[src/rtl/jtag_tap_sequencer_if.sv]
// rtl/jtag_tap_sequencer_if.sv - command/response bundle between a host and jtag_tap_sequencer
// Macro: JTAG_TDO_CMP_EN adds cmd_exp/cmd_mask (host->sequencer) and rsp_mismatch (sequencer->host).
// Signals: cmd_valid/cmd_ready/cmd_op/cmd_len/cmd_tdi command handshake;
//          rsp_valid/rsp_tdo response; busy = ~cmd_ready.
// Modports: master = host side, slave = sequencer side.
interface jtag_tap_sequencer_if #(
    parameter int DATA_W = 32,
    parameter int LEN_W  = 6
);
    logic              cmd_valid;
    logic              cmd_ready;
    logic [1:0]        cmd_op;
    logic [LEN_W-1:0]  cmd_len;
    logic [DATA_W-1:0] cmd_tdi;
    logic              rsp_valid;
    logic [DATA_W-1:0] rsp_tdo;
    logic              busy;
`ifdef JTAG_TDO_CMP_EN
    logic [DATA_W-1:0] cmd_exp;
    logic [DATA_W-1:0] cmd_mask;
    logic              rsp_mismatch;
`endif

    modport master (
        output cmd_valid, cmd_op, cmd_len, cmd_tdi,
`ifdef JTAG_TDO_CMP_EN
        output cmd_exp, cmd_mask,
        input  rsp_mismatch,
`endif
        input  cmd_ready, rsp_valid, rsp_tdo, busy
    );

    modport slave (
        input  cmd_valid, cmd_op, cmd_len, cmd_tdi,
`ifdef JTAG_TDO_CMP_EN
        input  cmd_exp, cmd_mask,
        output rsp_mismatch,
`endif
        output cmd_ready, rsp_valid, rsp_tdo, busy
    );
endinterface

[src/rtl/jtag_tap_sequencer.sv]
// rtl/jtag_tap_sequencer.sv - bit-bang JTAG master: TAP reset, IR/DR shift and RTI idle clocking
// Macro: JTAG_TDO_CMP_EN enables the masked TDO compare (rsp_mismatch).
// Ports: clk, reset (async, active-high); bus (jtag_tap_sequencer_if.slave) carries the
//        command/response handshake; TCK/TMS/TDI drive the target, TDO is sampled from it.
// The TAP parks in Run-Test/Idle between commands.
module jtag_tap_sequencer #(
    parameter int CLKDIV = 4,
    parameter int DATA_W = 32,
    parameter int LEN_W  = 6
) (
    input  logic                   clk,
    input  logic                   reset,
    jtag_tap_sequencer_if.slave    bus,
    output logic                   TCK,
    output logic                   TMS,
    output logic                   TDI,
    input  logic                   TDO
);
    localparam int DIV_W = (CLKDIV > 1) ? $clog2(CLKDIV) : 1;
    localparam int IDX_W = (DATA_W > 1) ? $clog2(DATA_W) : 1;
    localparam logic [1:0] OP_RESET = 2'b00;
    localparam logic [1:0] OP_IR    = 2'b01;
    localparam logic [1:0] OP_DR    = 2'b10;
    localparam logic [1:0] OP_IDLE  = 2'b11;

    typedef enum logic [2:0] {S_IDLE, S_TLR, S_PRE, S_SHIFT, S_POST, S_RUN, S_DONE} state_t;

    state_t            state_q, state_d;
    logic [LEN_W-1:0]  cnt_q, cnt_d, n_q, n_d, len_eff;
    logic [1:0]        op_q, op_d;
    logic [DATA_W-1:0] tdi_q, tdi_d, rsp_tdo_q, rsp_tdo_d;
    logic [DIV_W-1:0]  div_q, div_d;
    logic              tck_q, tck_d, tms_q, tms_d, tdo_pin_q, tdo_pin_d;
    logic              synced_q, synced_d, rsp_valid_q, rsp_valid_d;
    logic              accept, new_period, cmd_is_shift;

    // Every non-reset command enters the TAP from RTI; only the entry path differs.
    function automatic state_t first_state(input logic [1:0] op);
        return (op == OP_IDLE) ? S_RUN : S_PRE;
    endfunction

    assign accept       = bus.cmd_valid && (state_q == S_IDLE);
    assign cmd_is_shift = (bus.cmd_op == OP_IR) || (bus.cmd_op == OP_DR);
    assign len_eff      = (cmd_is_shift && bus.cmd_len > LEN_W'(DATA_W)) ? LEN_W'(DATA_W) : bus.cmd_len;

    always_comb begin
        state_d     = state_q;
        cnt_d       = cnt_q;
        n_d         = n_q;
        op_d        = op_q;
        tdi_d       = tdi_q;
        rsp_tdo_d   = rsp_tdo_q;
        div_d       = div_q;
        tck_d       = tck_q;
        tms_d       = tms_q;
        tdo_pin_d   = tdo_pin_q;
        synced_d    = synced_q;
        rsp_valid_d = 1'b0;
        new_period  = 1'b0;

        case (state_q)
            S_IDLE: begin
                if (accept) begin
                    op_d       = bus.cmd_op;
                    n_d        = len_eff;
                    tdi_d      = bus.cmd_tdi;
                    rsp_tdo_d  = '0;
                    cnt_d      = '0;
                    div_d      = '0;
                    tck_d      = 1'b0;
                    new_period = 1'b1;
                    // Zero-length work produces no TCK activity at all, synced or not.
                    if (bus.cmd_op != OP_RESET && len_eff == '0) begin
                        rsp_valid_d = 1'b1;
                    end else if (!synced_q || bus.cmd_op == OP_RESET) begin
                        state_d = S_TLR;
                    end else begin
                        state_d = first_state(bus.cmd_op);
                    end
                end
            end
            S_DONE: begin
                state_d     = S_IDLE;
                rsp_valid_d = 1'b1;
            end
            default: begin
                if (div_q == DIV_W'(CLKDIV - 1)) begin
                    div_d = '0;
                    tck_d = ~tck_q;
                    if (!tck_q && state_q == S_SHIFT) begin
                        rsp_tdo_d[cnt_q[IDX_W-1:0]] = TDO;
                    end
                    // A falling TCK closes one period; choose what the next one drives.
                    if (tck_q) begin
                        new_period = 1'b1;
                        cnt_d      = cnt_q + LEN_W'(1);
                        case (state_q)
                            S_TLR: if (cnt_q == LEN_W'(5)) begin
                                synced_d = 1'b1;
                                cnt_d    = '0;
                                state_d  = (op_q == OP_RESET) ? S_DONE : first_state(op_q);
                            end
                            S_PRE: if (cnt_q == ((op_q == OP_IR) ? LEN_W'(3) : LEN_W'(2))) begin
                                cnt_d   = '0;
                                state_d = S_SHIFT;
                            end
                            S_SHIFT: if (cnt_q == n_q - LEN_W'(1)) begin
                                cnt_d   = '0;
                                state_d = S_POST;
                            end
                            S_POST: if (cnt_q == LEN_W'(1)) state_d = S_DONE;
                            S_RUN:  if (cnt_q == n_q - LEN_W'(1)) state_d = S_DONE;
                            default: ;
                        endcase
                    end
                end else begin
                    div_d = div_q + DIV_W'(1);
                end
            end
        endcase

        // TMS/TDI only move at command start or on a falling TCK, so they are stable while TCK is high.
        if (new_period) begin
            case (state_d)
                S_TLR:   tms_d = (cnt_d != LEN_W'(5));
                S_PRE:   tms_d = (op_d == OP_IR) ? (cnt_d < LEN_W'(2)) : (cnt_d == '0);
                S_SHIFT: tms_d = (cnt_d == n_d - LEN_W'(1));
                S_POST:  tms_d = (cnt_d == '0);
                S_RUN:   tms_d = 1'b0;
                default: ;
            endcase
            tdo_pin_d = (state_d == S_SHIFT) ? tdi_d[cnt_d[IDX_W-1:0]] : 1'b0;
        end
    end

    always_ff @(posedge clk or posedge reset) begin
        if (reset) begin
            state_q     <= S_IDLE;
            cnt_q       <= '0;
            n_q         <= '0;
            op_q        <= OP_RESET;
            tdi_q       <= '0;
            rsp_tdo_q   <= '0;
            div_q       <= '0;
            tck_q       <= 1'b0;
            tms_q       <= 1'b1;
            tdo_pin_q   <= 1'b0;
            synced_q    <= 1'b0;
            rsp_valid_q <= 1'b0;
        end else begin
            state_q     <= state_d;
            cnt_q       <= cnt_d;
            n_q         <= n_d;
            op_q        <= op_d;
            tdi_q       <= tdi_d;
            rsp_tdo_q   <= rsp_tdo_d;
            div_q       <= div_d;
            tck_q       <= tck_d;
            tms_q       <= tms_d;
            tdo_pin_q   <= tdo_pin_d;
            synced_q    <= synced_d;
            rsp_valid_q <= rsp_valid_d;
        end
    end

`ifdef JTAG_TDO_CMP_EN
    logic [DATA_W-1:0] exp_q, exp_d, mask_q, mask_d;
    logic              mism_q, mism_d;

    always_comb begin
        exp_d  = exp_q;
        mask_d = mask_q;
        mism_d = mism_q;
        if (accept) begin
            exp_d  = bus.cmd_exp;
            mask_d = bus.cmd_mask;
            mism_d = 1'b0;
        end
        if (rsp_valid_d) begin
            mism_d = ((op_d == OP_IR) || (op_d == OP_DR)) && (|((rsp_tdo_d ^ exp_d) & mask_d));
        end
    end

    always_ff @(posedge clk or posedge reset) begin
        if (reset) begin
            exp_q  <= '0;
            mask_q <= '0;
            mism_q <= 1'b0;
        end else begin
            exp_q  <= exp_d;
            mask_q <= mask_d;
            mism_q <= mism_d;
        end
    end

    assign bus.rsp_mismatch = mism_q;
`endif

    assign bus.cmd_ready = (state_q == S_IDLE);
    assign bus.busy      = (state_q != S_IDLE);
    assign bus.rsp_valid = rsp_valid_q;
    assign bus.rsp_tdo   = rsp_tdo_q;
    assign TCK           = tck_q;
    assign TMS           = tms_q;
    assign TDI           = tdo_pin_q;
endmodule

[src/flat_wrapper.sv]
// flat-port wrapper written by rule: the top's interface ports become plain ports
module jtag_tap_sequencer_flat 
#(
    parameter int CLKDIV = 4,
    parameter int DATA_W = 32,
    parameter int LEN_W  = 6
)
  (clk, reset, TCK, TMS, TDI, TDO, bus_cmd_valid, bus_cmd_op, bus_cmd_len, bus_cmd_tdi, bus_cmd_ready, bus_rsp_valid, bus_rsp_tdo, bus_busy);
  jtag_tap_sequencer_if #(.DATA_W(DATA_W), .LEN_W(LEN_W)) bus_i ();
  input  logic clk;
  input  logic reset;
  output logic TCK;
  output logic TMS;
  output logic TDI;
  input  logic TDO;
  input wire logic [$bits(bus_i.cmd_valid)-1:0] bus_cmd_valid;
  input wire logic [$bits(bus_i.cmd_op)-1:0] bus_cmd_op;
  input wire logic [$bits(bus_i.cmd_len)-1:0] bus_cmd_len;
  input wire logic [$bits(bus_i.cmd_tdi)-1:0] bus_cmd_tdi;
  output wire logic [$bits(bus_i.cmd_ready)-1:0] bus_cmd_ready;
  output wire logic [$bits(bus_i.rsp_valid)-1:0] bus_rsp_valid;
  output wire logic [$bits(bus_i.rsp_tdo)-1:0] bus_rsp_tdo;
  output wire logic [$bits(bus_i.busy)-1:0] bus_busy;
  assign bus_i.cmd_valid = bus_cmd_valid;
  assign bus_i.cmd_op = bus_cmd_op;
  assign bus_i.cmd_len = bus_cmd_len;
  assign bus_i.cmd_tdi = bus_cmd_tdi;
  assign bus_cmd_ready = bus_i.cmd_ready;
  assign bus_rsp_valid = bus_i.rsp_valid;
  assign bus_rsp_tdo = bus_i.rsp_tdo;
  assign bus_busy = bus_i.busy;
  jtag_tap_sequencer #(.CLKDIV(CLKDIV), .DATA_W(DATA_W), .LEN_W(LEN_W)) u_core (.clk(clk), .reset(reset), .bus(bus_i), .TCK(TCK), .TMS(TMS), .TDI(TDI), .TDO(TDO));
endmodule
[config.mk]
export PLATFORM = sky130hd
export DESIGN_NAME = jtag_tap_sequencer_flat
export DESIGN_NICKNAME = d
export VERILOG_FILES = /design/src/rtl/jtag_tap_sequencer_if.sv /design/src/rtl/jtag_tap_sequencer.sv /design/src/flat_wrapper.sv
export SDC_FILE = /design/constraint.sdc
export NUM_CORES = 1
export LEC_CHECK = 0
export BUFFER_PORTS_ARGS = -buffer_cell sky130_fd_sc_hd__buf_4
export CORE_AREA = 3 3 103 105
export DETAILED_ROUTE_END_ITERATION = 12
export DIE_AREA = 0 0 106 108
export GPL_TIMING_DRIVEN = 0
export PLACE_DENSITY = 0.82
export SETUP_SLACK_MARGIN = 0.15
export SYNTH_ARGS = -nofsm -noshare
export SYNTH_HDL_FRONTEND = slang
export SYNTH_SLANG_ARGS = --single-unit
[constraint.sdc]
create_clock -name clk -period 3 [get_ports clk]
set_clock_uncertainty 0.05 [all_clocks]
set_input_delay 0.3 -clock clk [delete_from_list [all_inputs] [get_ports clk]]
set_output_delay 0.3 -clock clk [all_outputs]
set_load 0.005 [all_outputs]
==> flow_metrics.py <==
metrics = {
    "status": {
        "status": "complete, but fails checks",
        "violations": "setup timing",
    },
    "power": {
        "p_leak_uw": 0.00312,
        "powerDensity_nw_per_um2": 431,
        "ir_worst_vdd_mv": 0.296,
        "finalPower_uw": 2780,
    },
    "hold_path": {
        "hold_class": "input pin to flip-flop",
        "holdPathEnd": "u_core.tdi_q[20]",
        "hold_depth": 3,
        "min_from": "bus_cmd_tdi[20]",
    },
    "setup_path": {
        "crit_type": "flip-flop to flip-flop",
        "r2r_slack_ns": -0.16,
        "crit_arrival_ns": 3.37,
        "crit_top_cell": "mux2i_1",
        "endpoint_kind": "flip-flop",
        "cpMaxStageDelayCell": "or3b_4",
        "critPathTopFamily": "compound AO/OA/AOI/OAI gates",
        "worstPathRequired_ns": 3.21,
        "crit_chain": "buf_4, or3b_4, and2_1, o31a_2, buf_4, a2111oi_2, a211o_1, buf_6, mux2i_1, mux2i_1, mux2i_1, a221o_1",
        "cp_max_fo": 10,
        "r2r-start": "u_core.state_q[0]",
        "critPathMaxStageDelay_ns": 0.42,
        "critPathBufInv": 3,
        "setup.worst_path.start_class": "flip-flop",
        "r2r_end": "u_core.TDI",
        "r2r_cells": 12,
    },
    "synth": {
        "synthCells": 577,
        "netlist.area_leader.share_pct": 43.1,
        "ys_dominant_reg_cell": "dfrtp_1",
        "yosys-top-cells-count": "nand2_1, dfrtp_1, o21ai_0",
        "synth_edf_count": 0,
        "yosysMostFrequentCell": "nand2_1",
        "synth_area_um2": 5050,
        "yosysWarnings": 0,
        "synth_area_leader_cell": "dfrtp_1",
        "syn-mean-instance-area_um2": 8.75,
        "ys_ff_latch": 88,
        "synth_fp_nets": 635,
        "synth_area_leaders": "dfrtp_1, nand2_1, o21ai_0",
        "async_flop_share_pct": 100,
        "ys_types": 65,
        "seq_area_frac_synth_pct": 43.6,
    },
    "global_routing": {
        "grt_max_degree": 54,
        "grt_pass1_wl_mm": 23.0,
        "grt_antenna_before_repair": 0,
        "grt_overflow": 0,
        "grt_usage_pct": 24.8,
        "grt_pass1_vias": 4803,
    },
    "sta": {
        "finalWorstSetupSlack_ns": -0.157,
        "max_freq_ghz": 0.317,
        "min_period_ns": 3.16,
        "hold_viol": 0,
        "relSlewSlack_pct": 48.6,
        "tightest_slew_ns": 0.762,
        "finalSetupViolations": 2,
        "rsz0062_at_grt": "yes",
        "finalMaxSlewViolations": 0,
        "fin_crit_sh_pct": 105,
    },
    "layout": {
        "multiInputGateArea_um2": 2710,
        "diodes": 0,
        "utilization_pct": 66.2,
        "drive_above_1_share_pct": 25.2,
        "nNetsFinal": 748,
        "seq_area_um2": 2210,
        "area_growth_pct": 27.5,
        "nFillCells": 799,
    },
    "detailed_routing": {
        "drtIter0Drc": 302,
        "dr.pass1.iters": 9,
        "drc": 0,
        "viasPerCell": 5.88,
        "wirelength_mm": 14.2,
        "vias": 4867,
        "ant_nets": 0,
        "wl_per_cell_um": 17.2,
    },
    "cts": {
        "cts.sinks": 88,
        "clk_latency_ns": 0.38,
        "cts_tree": "built",
        "clk_root_buffer_cell": "clkbuf_8",
        "cts_buffer_depth": 2,
        "htreeDepth": 3,
        "cts_buffers": 9,
        "clk_pin_slew_worst_paths_ns": 0.10,
    },
    "floorplanning": {
        "chipWidth_um": 106,
        "die_area_um2": 11400,
        "io_pins": 82,
        "core-area_um2": 9730,
        "row_count": 36,
        "start_util_pct": 51.9,
        "die_h_um": 108,
    },
    "placement": {
        "dp_hpwl_mm": 9.58,
        "numPortBuffers": 81,
        "place_congestion": 0.995,
    },
    "flow_run": {
        "max_cap_viol_count": 0,
    },
}
==> where the power goes <==
group / total, uW / internal, uW / switching (uW)
registers: 1230 / 1210 / 24.0
logic: 652 / 282 / 370
clock network: 894 / 419 / 475
==> timing repair <==
item                                    CTS  global route
hold buffers                              1             0
pin swaps                                 9             2
buffers inserted                         16             2
gates cloned                              1             0
endpoints found under the setup margin    2             2
endpoints found under the hold margin    35             0
resized for setup                        33            12
==> tightest hold or removal path, cell delays in order <==
cell and delay, ns:
buf_4 0.08, nand2_1 0.04, nand2_1 0.06
==> through the flow <==
step	setup TNS [ns]	hold slack (ns)	area, um^2	cells	setup slack (ns)
after global routing	-0.617	0.0855	6440	828	-0.352
after detailed placement	-0.833	0.313	5870	792	-0.471
final	-0.295	0.0826	6440	828	-0.157
after CTS	-0.156	0.0767	6370	826	-0.0789
after global placement	-50.44	0.403	5840	791	-0.841
after floorplan	0	0.375	5060	577	0.113
==> cells by family (layout without fill, tap and decap cells) <==
group           count (synthesis)  after routing  synth area share, %
simple gates                  207            207                 19.4
compound gates                161            161                 19.5
flops                          88             88                 43.6
buf+inv                        59            177                 4.98
mux                            29             29                 5.75
xor+xnor                       19             19                 3.29
fa+ha+maj                      14             14                 3.47
==> metal layers <==
layer | global-route usage, % | routed length [um] | up-vias
met3 | 4.72 | 1100 | 45
met2 | 41.4 | 7020 | 267
li1 | - | - | 2240
met4 | 12.9 | 447 | 0
met5 | 0 | 0 | -
met1 | 30.8 | 5670 | 2315
==> cells in the final DEF (no fill, tap or decap), types with 15 or more instances in the layout <==
cell type and count:
a21oi_1 40, dfrtp_1 84, nand2_1 119, mux2i_1 25, clkbuf_1 20, inv_1 18, nor2_1 17, xnor2_1 15
buf_4 97, o21ai_0 73
==> worst max path at each step <==
stage / from / endpoint / slack (ns) / cells past startpoint
2_1_floorplan: u_core.n_q[2] / u_core.TDI / 0.11 / 12
3_3_place_gp: reset / u_core.cnt_q[1] / -0.84 / 2
3_5_place_dp: u_core.state_q[1] / u_core.TMS / -0.47 / 15
4_1_cts: u_core.n_q[0] / u_core.TDI / -0.08 / 11
5_1_grt: u_core.state_q[1] / u_core.TMS / -0.35 / 13
6_report: u_core.state_q[0] / u_core.TDI / -0.16 / 12
==> sequential cells by signal, indices dropped and copies added (netlist names) <==
name and count:
u_core.TCK 1, u_core.TDI 1, u_core.TMS 1, u_core.bus.rsp_tdo 32
u_core.bus.rsp_valid 1, u_core.cnt_q 6, u_core.div_q 2, u_core.n_q 6
u_core.op_q 2, u_core.state_q 3, u_core.synced_q 1, u_core.tdi_q 32
==> layout make-up <==
type,count,share of cell area [%]
multi-input cells,430,42.1
flip-flops and latches,88,34.3
repair buffers,102,13.0
plain buffers,36,3.26
well taps,133,2.58
clock buffers,10,2.14
inverters,23,1.38
clock inverters,6,1.24
Note: power is estimated with default switching activity, not from simulation.
